`src/rtl/pipo_access_arbiter.sv`:
```
// Shared WIDTH-bit holding register written by two requesters.
// Round-robin arbitration, then grant -> load -> acknowledge, one cycle each.
module pipo_access_arbiter #(
    parameter int                 WIDTH     = 4,
    parameter logic [WIDTH-1:0]   RESET_VAL = '0,
    parameter int                 CNT_W     = 8
) (
    input  logic             clk,
    input  logic             reset,
    input  logic             req0,
    input  logic [WIDTH-1:0] wdata0,
    input  logic             req1,
    input  logic [WIDTH-1:0] wdata1,
    output logic             gnt0,
    output logic             gnt1,
    output logic             ack0,
    output logic             ack1,
    output logic [WIDTH-1:0] q,
    output logic             busy,
    output logic [CNT_W-1:0] wr_count
);

    typedef enum logic [1:0] {
        IDLE = 2'd0,
        LOAD = 2'd1,
        ACK  = 2'd2
    } state_t;

    localparam logic [CNT_W-1:0] CNT_ONE = {{(CNT_W-1){1'b0}}, 1'b1};

    state_t           r_state;
    logic             r_sel;     // requester owning the current transaction
    logic             r_ptr;     // requester favoured when both ask at once
    logic [WIDTH-1:0] r_q;
    logic [CNT_W-1:0] r_cnt;
    logic             r_gnt0;
    logic             r_gnt1;
    logic             r_ack0;
    logic             r_ack1;

    logic             w_any;
    logic             w_win;

    assign w_any = req0 | req1;

    always_comb begin
        // NOTE: default assignment first, so every path drives w_win and no latch is inferred.
        w_win = req1;
        if (req0 && req1) begin
            w_win = r_ptr;
        end
    end

    // NOTE: sequential state uses non-blocking assignments only, so all registers update together.
    always_ff @(posedge clk) begin
        if (reset) begin
            r_state <= IDLE;
            r_sel   <= 1'b0;
            r_ptr   <= 1'b0;
            r_q     <= RESET_VAL;
            r_cnt   <= '0;
            r_gnt0  <= 1'b0;
            r_gnt1  <= 1'b0;
            r_ack0  <= 1'b0;
            r_ack1  <= 1'b0;
        end else begin
            unique case (r_state)
                IDLE: begin
                    r_ack0 <= 1'b0;
                    r_ack1 <= 1'b0;
                    if (w_any) begin
                        r_sel   <= w_win;
                        r_gnt0  <= ~w_win;
                        r_gnt1  <= w_win;
                        r_state <= LOAD;
                    end
                end
                LOAD: begin
                    // wdata is taken from the granted port even if its req has dropped.
                    r_q     <= r_sel ? wdata1 : wdata0;
                    r_cnt   <= r_cnt + CNT_ONE;
                    r_ptr   <= ~r_sel;
                    r_gnt0  <= 1'b0;
                    r_gnt1  <= 1'b0;
                    r_ack0  <= ~r_sel;
                    r_ack1  <= r_sel;
                    r_state <= ACK;
                end
                ACK: begin
                    r_ack0  <= 1'b0;
                    r_ack1  <= 1'b0;
                    r_state <= IDLE;
                end
                default: begin
                    r_gnt0  <= 1'b0;
                    r_gnt1  <= 1'b0;
                    r_ack0  <= 1'b0;
                    r_ack1  <= 1'b0;
                    r_state <= IDLE;
                end
            endcase
        end
    end

    assign gnt0     = r_gnt0;
    assign gnt1     = r_gnt1;
    assign ack0     = r_ack0;
    assign ack1     = r_ack1;
    assign q        = r_q;
    assign wr_count = r_cnt;
    assign busy     = (r_state != IDLE);

endmodule

```
`config.mk`:
```
export PLATFORM = sky130hd
export DESIGN_NAME = pipo_access_arbiter
export DESIGN_NICKNAME = d
export VERILOG_FILES = /design/src/rtl/pipo_access_arbiter.sv
export SDC_FILE = /design/constraint.sdc
export NUM_CORES = 1
export LEC_CHECK = 0
export CORE_MARGIN = 2
export CORE_UTILIZATION = 39
export DETAILED_ROUTE_END_ITERATION = 8
export PLACE_DENSITY = 0.74
export SYNTH_ARGS = -nofsm -noshare
export SYNTH_HDL_FRONTEND = slang
export SYNTH_SLANG_ARGS = --single-unit
```
`constraint.sdc`:
```
create_clock -name clk -period 1.35 [get_ports clk]
set_input_delay 0.27 -clock clk [delete_from_list [all_inputs] [get_ports clk]]
set_output_delay 0.27 -clock clk [all_outputs]
set_load 0.1 [all_outputs]
```
==> results of run 1 <==
-- placed cells by master (no fill, tap or decap), types with 2 or more instances in the layout --
master	netlist	final
a32oi_1	2	2
mux2i_1	4	4
nor3_1	3	3
o31ai_1	2	2
nor2_1	10	9
dfxtp_4	0	8
o21ai_0	4	3
a21oi_1	7	5
buf_12	0	17
nand2_1	4	4
clkbuf_4	0	3
or4_4	0	2
dfxtp_1	20	10
nand2b_1	4	4
clkdlybuf4s50_1	0	11
dfxtp_2	0	2
a21oi_2	0	2
nand3_1	4	3
inv_1	4	2
a211oi_1	5	5
or3_1	3	3
buf_4	0	5
-- metal layers --
| layer | up-vias | global-route usage |
|---|---|---|
| met3 | 4 | 0.0364 |
| li1 | 395 | - |
| met1 | 366 | 0.200 |
| met5 | - | 0 |
| met4 | 0 | 0.0694 |
| met2 | 30 | 0.302 |
-- power groups by stage --
stage	combinational, mW	sequential (mW)	clock (mW)
6_report	0.470	0.670	0.288
5_1_grt	0.490	0.675	0.333
4_1_cts	0.472	0.670	0.293
3_5_place_dp	0.465	0.682	0
3_3_place_gp	0.459	0.681	0
2_1_floorplan	0.124	0.829	0
-- layout make-up --
cell class / instances / area, um2
Inverter: 4 / 18.8
Sequential cell: 20 / 433
Clock inverter: 1 / 3.75
Fill cell: 147 / 539
Timing Repair Buffer: 34 / 499
Tap cell: 27 / 33.8
Multi-Input combinational cell: 62 / 432
Clock buffer: 3 / 22.5
-- kinds of logic (layout without fill, tap and decap cells) --
group                    Yosys count  count (layout)  synth area share
flip-flops                        20              20             0.486
buffers and inverters              8              42            0.0380
multiplexers                       4               4            0.0486
AND/OR/NAND/NOR                   35              35             0.239
adder cells (fa/ha/maj)            1               1            0.0152
AO/OA/AOI/OAI                     20              20             0.152
XOR/XNOR                           2               2            0.0213
-- through the flow --
step            util  total power, mW  TNS, ps  setup WS, ps  area (um2)
2_1_floorplan      -            0.954    -39.5         -18.6         883
3_3_place_gp   0.697             1.14        0          81.1        1380
3_5_place_dp   0.697             1.15        0          53.9        1380
4_1_cts        0.720             1.43    -90.8         -90.8        1430
5_1_grt        0.728             1.50     -128          -128        1440
6_report       0.728             1.43    -64.7         -64.7        1440
-- worst min-delay path by stage --
stage	cells past startpoint	from	endpoint
5_1_grt	2	wr_count[7]$_SDFFE_PP0N_	wr_count[7]$_SDFFE_PP0N_
2_1_floorplan	2	req1	r_sel$_SDFFE_PP0P_
3_5_place_dp	2	wr_count[7]$_SDFFE_PP0N_	wr_count[7]$_SDFFE_PP0N_
4_1_cts	2	wr_count[7]$_SDFFE_PP0N_	wr_count[7]$_SDFFE_PP0N_
3_3_place_gp	2	wr_count[7]$_SDFFE_PP0N_	wr_count[7]$_SDFFE_PP0N_
6_report	2	wr_count[7]$_SDFFE_PP0N_	wr_count[7]$_SDFFE_PP0N_
-- critical path: stages (launching register included) --
cell and delay [ps]:
dfxtp_2 340, buf_6 110, nor2_4 100, clkinvlp_4 120
buf_12 170
-- sequential cells by signal, summed over array words and instances (netlist names) --
register	flops
wr_count	8
q	4
r_state	2
ack0	1
ack1	1
gnt0	1
gnt1	1
r_ptr	1
r_sel	1
-- timing repair --
item / CTS / global route
cloned: 0 / 0
setup endpoints to repair: 1 / 3
endpoints found under the hold margin: 0 / 0
buffers inserted: 2 / 0
resized for setup: 2 / 4
pin swaps: 1 / 2
==> results.yml, run 1 <==
critical_path:
  r2r_cells: 4
  required_ps: 1080
  critPathArrivalTime_ps: 1140
  startpoint: "r_state[1]$_SDFFE_PP0P_"
  start_kind: "flop"
  critPathCaptureType: "output pin"
  ff2ff_setup_slack_ps: 50
  crit_path_end: "busy"
  crit_path_max_fanout: 2
  regToRegStartpoint: "r_state[1]$_SDFFE_PP0P_"
  path_class: "flop to output pin"
  r2r_end: "wr_count[6]$_SDFFE_PP0N_"
clocking:
  clock-sinks: 20
  cts_buffers: 3
  postCtsHoldBufs: 0
  cts-root-buf: "clkbuf_4"
  clk_pin_slew_ps: 110
  clkLatencyLatePin_ps: 300
  htreeDepth: 1
  clockBufferDepth: 2
  cts_tree: "yes"
die:
  core_um2: 1980
  ioPinCount: 29
  start_util: 0.415
  die_w_um: 49.9
  die_area_um2: 2490
  die_y_um: 49.9
  placementRows: 16
logic_synthesis:
  yosys.area.top_type: "dfxtp_1"
  synthArstFlopShare: 0
  synthTopCellsByArea: "dfxtp_1 (49%), mux2i_1 (4.9%), a211oi_1 (4.6%), nor2_1 (4.6%), a21oi_1 (4.3%)"
  syn_area_um2: 823
  yosysSeqAreaShare: 0.486
  synthFlopType: "dfxtp_1"
  synth_edf_count: 0
  synth-seq-cells: 20
  ys_types: 26
  synth_nets: 103
  synth_cells: 90
  synth_top_area_share: 0.486
  synth_warnings: 0
  yosysMostFrequentCell: "dfxtp_1"
  yosys-top-cells-count: "dfxtp_1 (20), nor2_1 (10), a21oi_1 (7), a211oi_1 (5)"
  syn_avg_cell_area_um2: 9.15
layout:
  layout-drive-gt1-share: 0.371
  instances_no_fill: 151
  nNetsFinal: 138
  antenna-diode-count: 0
  syn2layout_area_growth_pct: 75.2
placement:
  place.gp.congestion: 0.712
  portBuffers: 28
  dp.cells: 145
  place_hpwl_mm: 1.48
route:
  wl_met1_um: 815
  drt_iter0_markers: 14
  finalWirelength_mm: 1.99
  drc: 0
  ant_nets: 0
  dr_wl_met2_mm: 1.06
  dr_wl_met3_um: 89
  vias: 795
  wl_per_cell_um: 13.2
  first_pass_iters: 4
  viasPerCell: 5.26
  top_layer_used: "met4"
worst_hold_path:
  hp-class: "flop to flop"
timing:
  maxSlewHeadroom: 0.743
  worst_pin_slew_ps: 384
  hold_slack_ps: 518
  rsz0062_at_grt: "true"
  fin_skew_ps: 1.57
  finalSetupViolCount: 1
  fmax_mhz: 707
  final_max_slew_viol_count: 0
  layout_setup_ws_ps: -64.7
  finalCritPeriodShare: 1.05
  hold_viol: 0
  layout_min_cycle_time_ps: 1410
power_and_ir_drop:
  comb_power_share: 0.329
  leakagePower_nw: 0.533
  vdd_drop_max_v: 0.000651
  netSwitchingFraction: 0.361
  p_clk_frac: 0.202
  pwr-share-seq: 0.469
  p_int_mw: 0.913
  p_sw_mw: 0.516
  power.density_nw_per_um2: 990
global_route:
  grt_pass1_vias: 760
  grt_max_degree: 13
  grt_usage: 0.172
  gr-total-overflow: 0
  grt_pass1_wl_mm: 3.30
  antenna_found_initial: 0
status:
  outcome: "complete, but fails checks"
  violations: "negative setup slack"
flow_run:
  cap_viol_max_count: 0
(Power assumes the default switching activity.)
==> run 2: changes to the inputs <==
--- a/config.mk
+++ b/config.mk
@@ -12,3 +12,4 @@
 export SYNTH_ARGS = -nofsm -noshare
 export SYNTH_HDL_FRONTEND = slang
 export SYNTH_SLANG_ARGS = --single-unit
+export TNS_END_PERCENT = 1
==> results of run 2 <==
No change in the layout: final DEF, timing and power equal those of run 1.
==> run 3: changes to the inputs <==
--- a/config.mk
+++ b/config.mk
@@ -5,6 +5,7 @@
 export SDC_FILE = /design/constraint.sdc
 export NUM_CORES = 1
 export LEC_CHECK = 0
+export CAP_MARGIN = 5
 export CORE_MARGIN = 2
 export CORE_UTILIZATION = 39
 export DETAILED_ROUTE_END_ITERATION = 8
==> results of run 3 <==
No change in the layout: final DEF, timing and power equal those of run 1.
==> RTL change 1 (config.mk and constraints of run 1) <==
Re-encode `state_t` (3 states) as one-hot, 3 bits wide.
--- a/src/rtl/pipo_access_arbiter.sv
+++ b/src/rtl/pipo_access_arbiter.sv
@@ -21,8 +21,8 @@
 );
 
-    typedef enum logic [1:0] {
-        IDLE = 2'd0,
-        LOAD = 2'd1,
-        ACK  = 2'd2
+    typedef enum logic [2:0] {
+        IDLE = 3'b001,
+        LOAD = 3'b010,
+        ACK  = 3'b100
     } state_t;
 
Check against the original RTL: same outputs for any inputs over 10 cycles, from zero or initial values and one cycle with reset high; not proved beyond that.
==> RTL change 1 against run 1 <==
The run still ends with setup timing left; design area increased by 16%; combinational power about the same; total power is 0.78% higher; worst setup slack worse by 0.14 ns; routed wire length is 27% higher; sequential cell count rose by 1; area after synthesis increased by 4.6%; die area increased by 4.2%; largest cell class unchanged.
==> RTL change 1: results (changes against run 1) <==
- Status: complete, but fails checks
- Failing checks: setup timing
- Critical path arrival: 1.28 ns (+0.14 ns)
- Post-Place Cells: 156 (+7.6%)
- Post-Synth XOR/XNOR Area: 1.02% (-1.1 points)
- Post-Route Skew: 0.00120 ns (-0.000375 ns)
- Met1 wire length: 1.04 mm (+28%)
- Layout cells sized above 1: 51.4% (+14 points)
- Post-Syn Nets: 107 (+3.9%)
- Sw Pwr: 0.475 mW (-7.8%)
- Average wire per standard cell: 15.1 um (+14%)
- Metal2 WL: 1.31 mm (+23%)
- Resized cells post-CTS: 15 (+13)
- Worst VDD drop: 659 uV (+1.3%)
- Multiplexer share of the synthesized area: 4.65% (-0.21 points)
- Setup TNS: -0.858 ns (-0.793 ns)
- Synth top area cells: dfxtp_1 (49%), a211oi_1 (5.2%), a21oi_1 (4.7%)
- Vias in the first global route: 803 (+5.7%)
- Cell Area, Placed: 0.00146 mm^2 (+5.3%)
- Post-CTS Setup Repair Bufs: 6 (+4)
- Syn Area/Cell: 9.16 um^2 (+0.11%)
- Fin cells: 168 (+11%)
- Met3 Use GR: 6.14% (+2.5 points)
- Final worst slack: -0.201 ns (-0.136 ns)
- Gr usage total: 19.9% (+2.7 points)
- Metal3 WL: 146 um (+64%)
- Setup WS pre-CTS: -0.491 ns (-0.545 ns)
- RePlAce Congestion: 0.794 (+12%)
- Post-synthesis sequential area ratio: 48.8% (+0.20 points)
- R2R depth: 3 (-1)
- Worst-Margin Slew: 0.440 ns (+0.0553 ns)
- Hold WS: 0.510 ns (-0.00791 ns)
- Sw Ratio: 33.0% (-3.1 points)
- Grt met1 use: 23.5% (+3.5 points)
- Seq pwr share: 46.5% (-0.4 points)
- First-pass GRT wire length: 3.80 mm (+15%)
- Register-to-register setup slack: -0.16 ns (-0.21 ns)
- P_leak: 0.594 nW (+11%)
- Placed wire-length estimate: 1.53 mm (+3.4%)
- Synth Area in Adders: 1.45% (-0.066 points)
- # setup viols final: 8 (+7)
- NumNets Final: 154 (+12%)
- Post-synth top cells: dfxtp_1 (21), a21oi_1 (8), nor2_1 (8), a211oi_1 (6)
- RR Startpoint: r_state[2]
[RTL change 1: layout make-up]
type                            count  area, um^2
Fill cell                         128         478
Timing Repair Buffer               48         621
Multi-Input combinational cell     64         523
Inverter                            3        13.8
Sequential cell                    21         452
Tap cell                           28        35.0
Clock buffer                        4        26.3
[RTL change 1: worst max-delay path, cell delays in order, from the launching register on]
cell	delay (ns)
dfxtp_2	0.34
buf_6	0.12
nor3b_4	0.20
buf_6	0.13
inv_4	0.03
buf_12	0.15
[RTL change 1: how the worst max path moves through the flow]
stage	slack (ns)	end
6_report	-0.20	busy
5_1_grt	-0.25	busy
4_1_cts	-0.17	busy
3_5_place_dp	-0.49	gnt1
3_3_place_gp	-0.44	gnt0
2_1_floorplan	-0.09	wr_count[6]
[RTL change 1: cell families after synthesis]
logic type,Yosys count
AO/OA/AOI/OAI,25
AND/OR/NAND/NOR,33
XOR/XNOR,1
buffers and inverters,9
adder cells (fa/ha/maj),1
flip-flops,21
multiplexers,4
==> RTL change 2 (settings of run 1) <==
Made on the original files. The parameter `WIDTH` goes from 4 to 5.
--- a/src/rtl/pipo_access_arbiter.sv
+++ b/src/rtl/pipo_access_arbiter.sv
@@ -2,5 +2,5 @@
 // Round-robin arbitration, then grant -> load -> acknowledge, one cycle each.
 module pipo_access_arbiter #(
-    parameter int                 WIDTH     = 4,
+    parameter int                 WIDTH     = 5,
     parameter logic [WIDTH-1:0]   RESET_VAL = '0,
     parameter int                 CNT_W     = 8
Ports: changed (resized q, wdata0 and wdata1); port bits go from 29 to 32. The function was not compared with the original's and may differ.
==> RTL change 2 against run 1 <==
Core utilization down 0.70 points; routed wire length up 4.5%; area after synthesis up 6.2%; sequential power up 4.6%; total power up 8.3%; design area up 8.4%; first-iteration DRC count down 36%; the flow still finishes with violations (setup timing); clock power up 6%; sequential cell count up 1; largest power group unchanged; worst setup slack worse by 0.021 ns; via count up 6.3%.
==> RTL change 2: results (changes against run 1) <==
- Non-clk buf share: 36.6% (+2.0 points)
- Clk pin slew, worst setup/hold paths: 0.13 ns (+0.02 ns)
- Synth top area cells: dfxtp_1 (48%), mux2i_1 (5.7%), a211oi_1 (5.2%)
- Hold WS: 0.500 ns (-0.0174 ns)
- CP max-delay cell: dfxtp_2
- Worst rel slew slack: 73.6% (-0.76 points)
- NumNets Final: 152 (+10%)
- Non-CTS buffers: 41 (+21%)
- Worst VDD drop: 938 uV (+44%)
- First-pass GRT wire length: 3.23 mm (-2.1%)
- Via/cell ratio: 5.15 (-2.1%)
- R2R depth: 5 (+1)
- Hold Crit Class: flip-flop to flip-flop
- Vias: 845 (+6.3%)
- Post-synth top cells: dfxtp_1 (21), nor2_1 (12), a211oi_1 (6), a21oi_1 (6), mux2i_1 (5)
- Hold path start: wr_count[7]
- Cell Area, Placed: 0.00149 mm^2 (+7.7%)
- Seq area share: 29.0% (-1.0 points)
- P_leak: 0.560 nW (+5.0%)
- Register-to-register setup slack: 0.02 ns (-0.03 ns)
- Setup WS pre-CTS: -0.0367 ns (-0.0905 ns)
- # setup viols final: 1 (unchanged)
- Post-synthesis cell count: 96 (+6.7%)
- Initial DRC Count: 9 (-5)
- I/O Buffers: 31 (+11%)
- Multi-input gates: 66 (+6.5%)
- Flip-flop and latch count: 21 (+5.0%)
- Fill cells: 166 (+13%)
- Post-synth ARST share: 0% (unchanged)
- RePlAce Congestion: 0.773 (+8.6%)
- Post-Place Cells: 157 (+8.3%)
- Status: complete, but fails checks
- Clock Network Area Fraction: 1.92% (+0.099 points)
- Gr usage total: 16.4% (-0.77 points)
- Max reg flops: 8 (unchanged)
- Post-synthesis sequential area ratio: 48.1% (-0.56 points)
- Drt drc: 0 (unchanged)
- Failing checks: setup timing
- Synth warn: 0 (unchanged)
- Final worst slack: -0.0860 ns (-0.0213 ns)
- Crit path largest cell delay: 0.34 ns (about the same)
- Reg-to-reg endpoint: wr_count[6]
- Post-Syn Nets: 111 (+7.8%)
- Critical path arrival: 1.17 ns (+0.03 ns)
- Root Driver: clkbuf_4
- Setup TNS: -0.0860 ns (-0.0213 ns)
- Placed wire-length estimate: 1.57 mm (+6.5%)
- Largest net degree at the start of global routing: 14 (+1)
- Multi-input gate area: 454 um^2 (+5.2%)
- Worst hold endpoint: wr_count[7]
- Netlist cell types: 26 (unchanged)
- Core Util, Final: 72.1% (-0.70 points)
- Vias in the first global route: 774 (+1.8%)
- Layout cells sized above 1: 36.0% (-1.1 points)
- Post-Route Skew: 0.0166 ns (+0.0151 ns)
- Hold depth: 2 (unchanged)
- Final WL: 2.08 mm (+4.5%)
- Deepest clock path buffer count: 2 (unchanged)
[RTL change 2: logic make-up after synthesis]
logic type,share of synthesized area (%)
buffers and inverters,5.15
flip-flops,48.1
AND/OR/NAND/NOR,22.3
adder cells (fa/ha/maj),1.43
AO/OA/AOI/OAI,14.0
multiplexers,7.01
XOR/XNOR,2.00
[RTL change 2: power by group]
part	switching (mW)	leakage (nW)	internal, mW
logic	0.316	0.367	0.226
clock network	0.192	0.0139	0.113
registers	0.0538	0.179	0.647
total	0.561	0.560	0.986
[RTL change 2: repair_timing]
action / CTS / global route
cloned: 0 / 0
resized for setup: 3 / 4
pin swaps: 1 / 1
hold buffers: 0 / 0
setup endpoints to repair: 1 / 6
setup buffers: 2 / 1
[RTL change 2: per-layer routing]
metal | vias to the layer above | global-route usage (%) | part of all wire [%]
met5 | - | 0 | 0
met1 | 389 | 18.8 | 39
met3 | 4 | 3.22 | 5.2
met2 | 30 | 29.0 | 54
met4 | 0 | 7.89 | 1.2
li1 | 422 | - | -
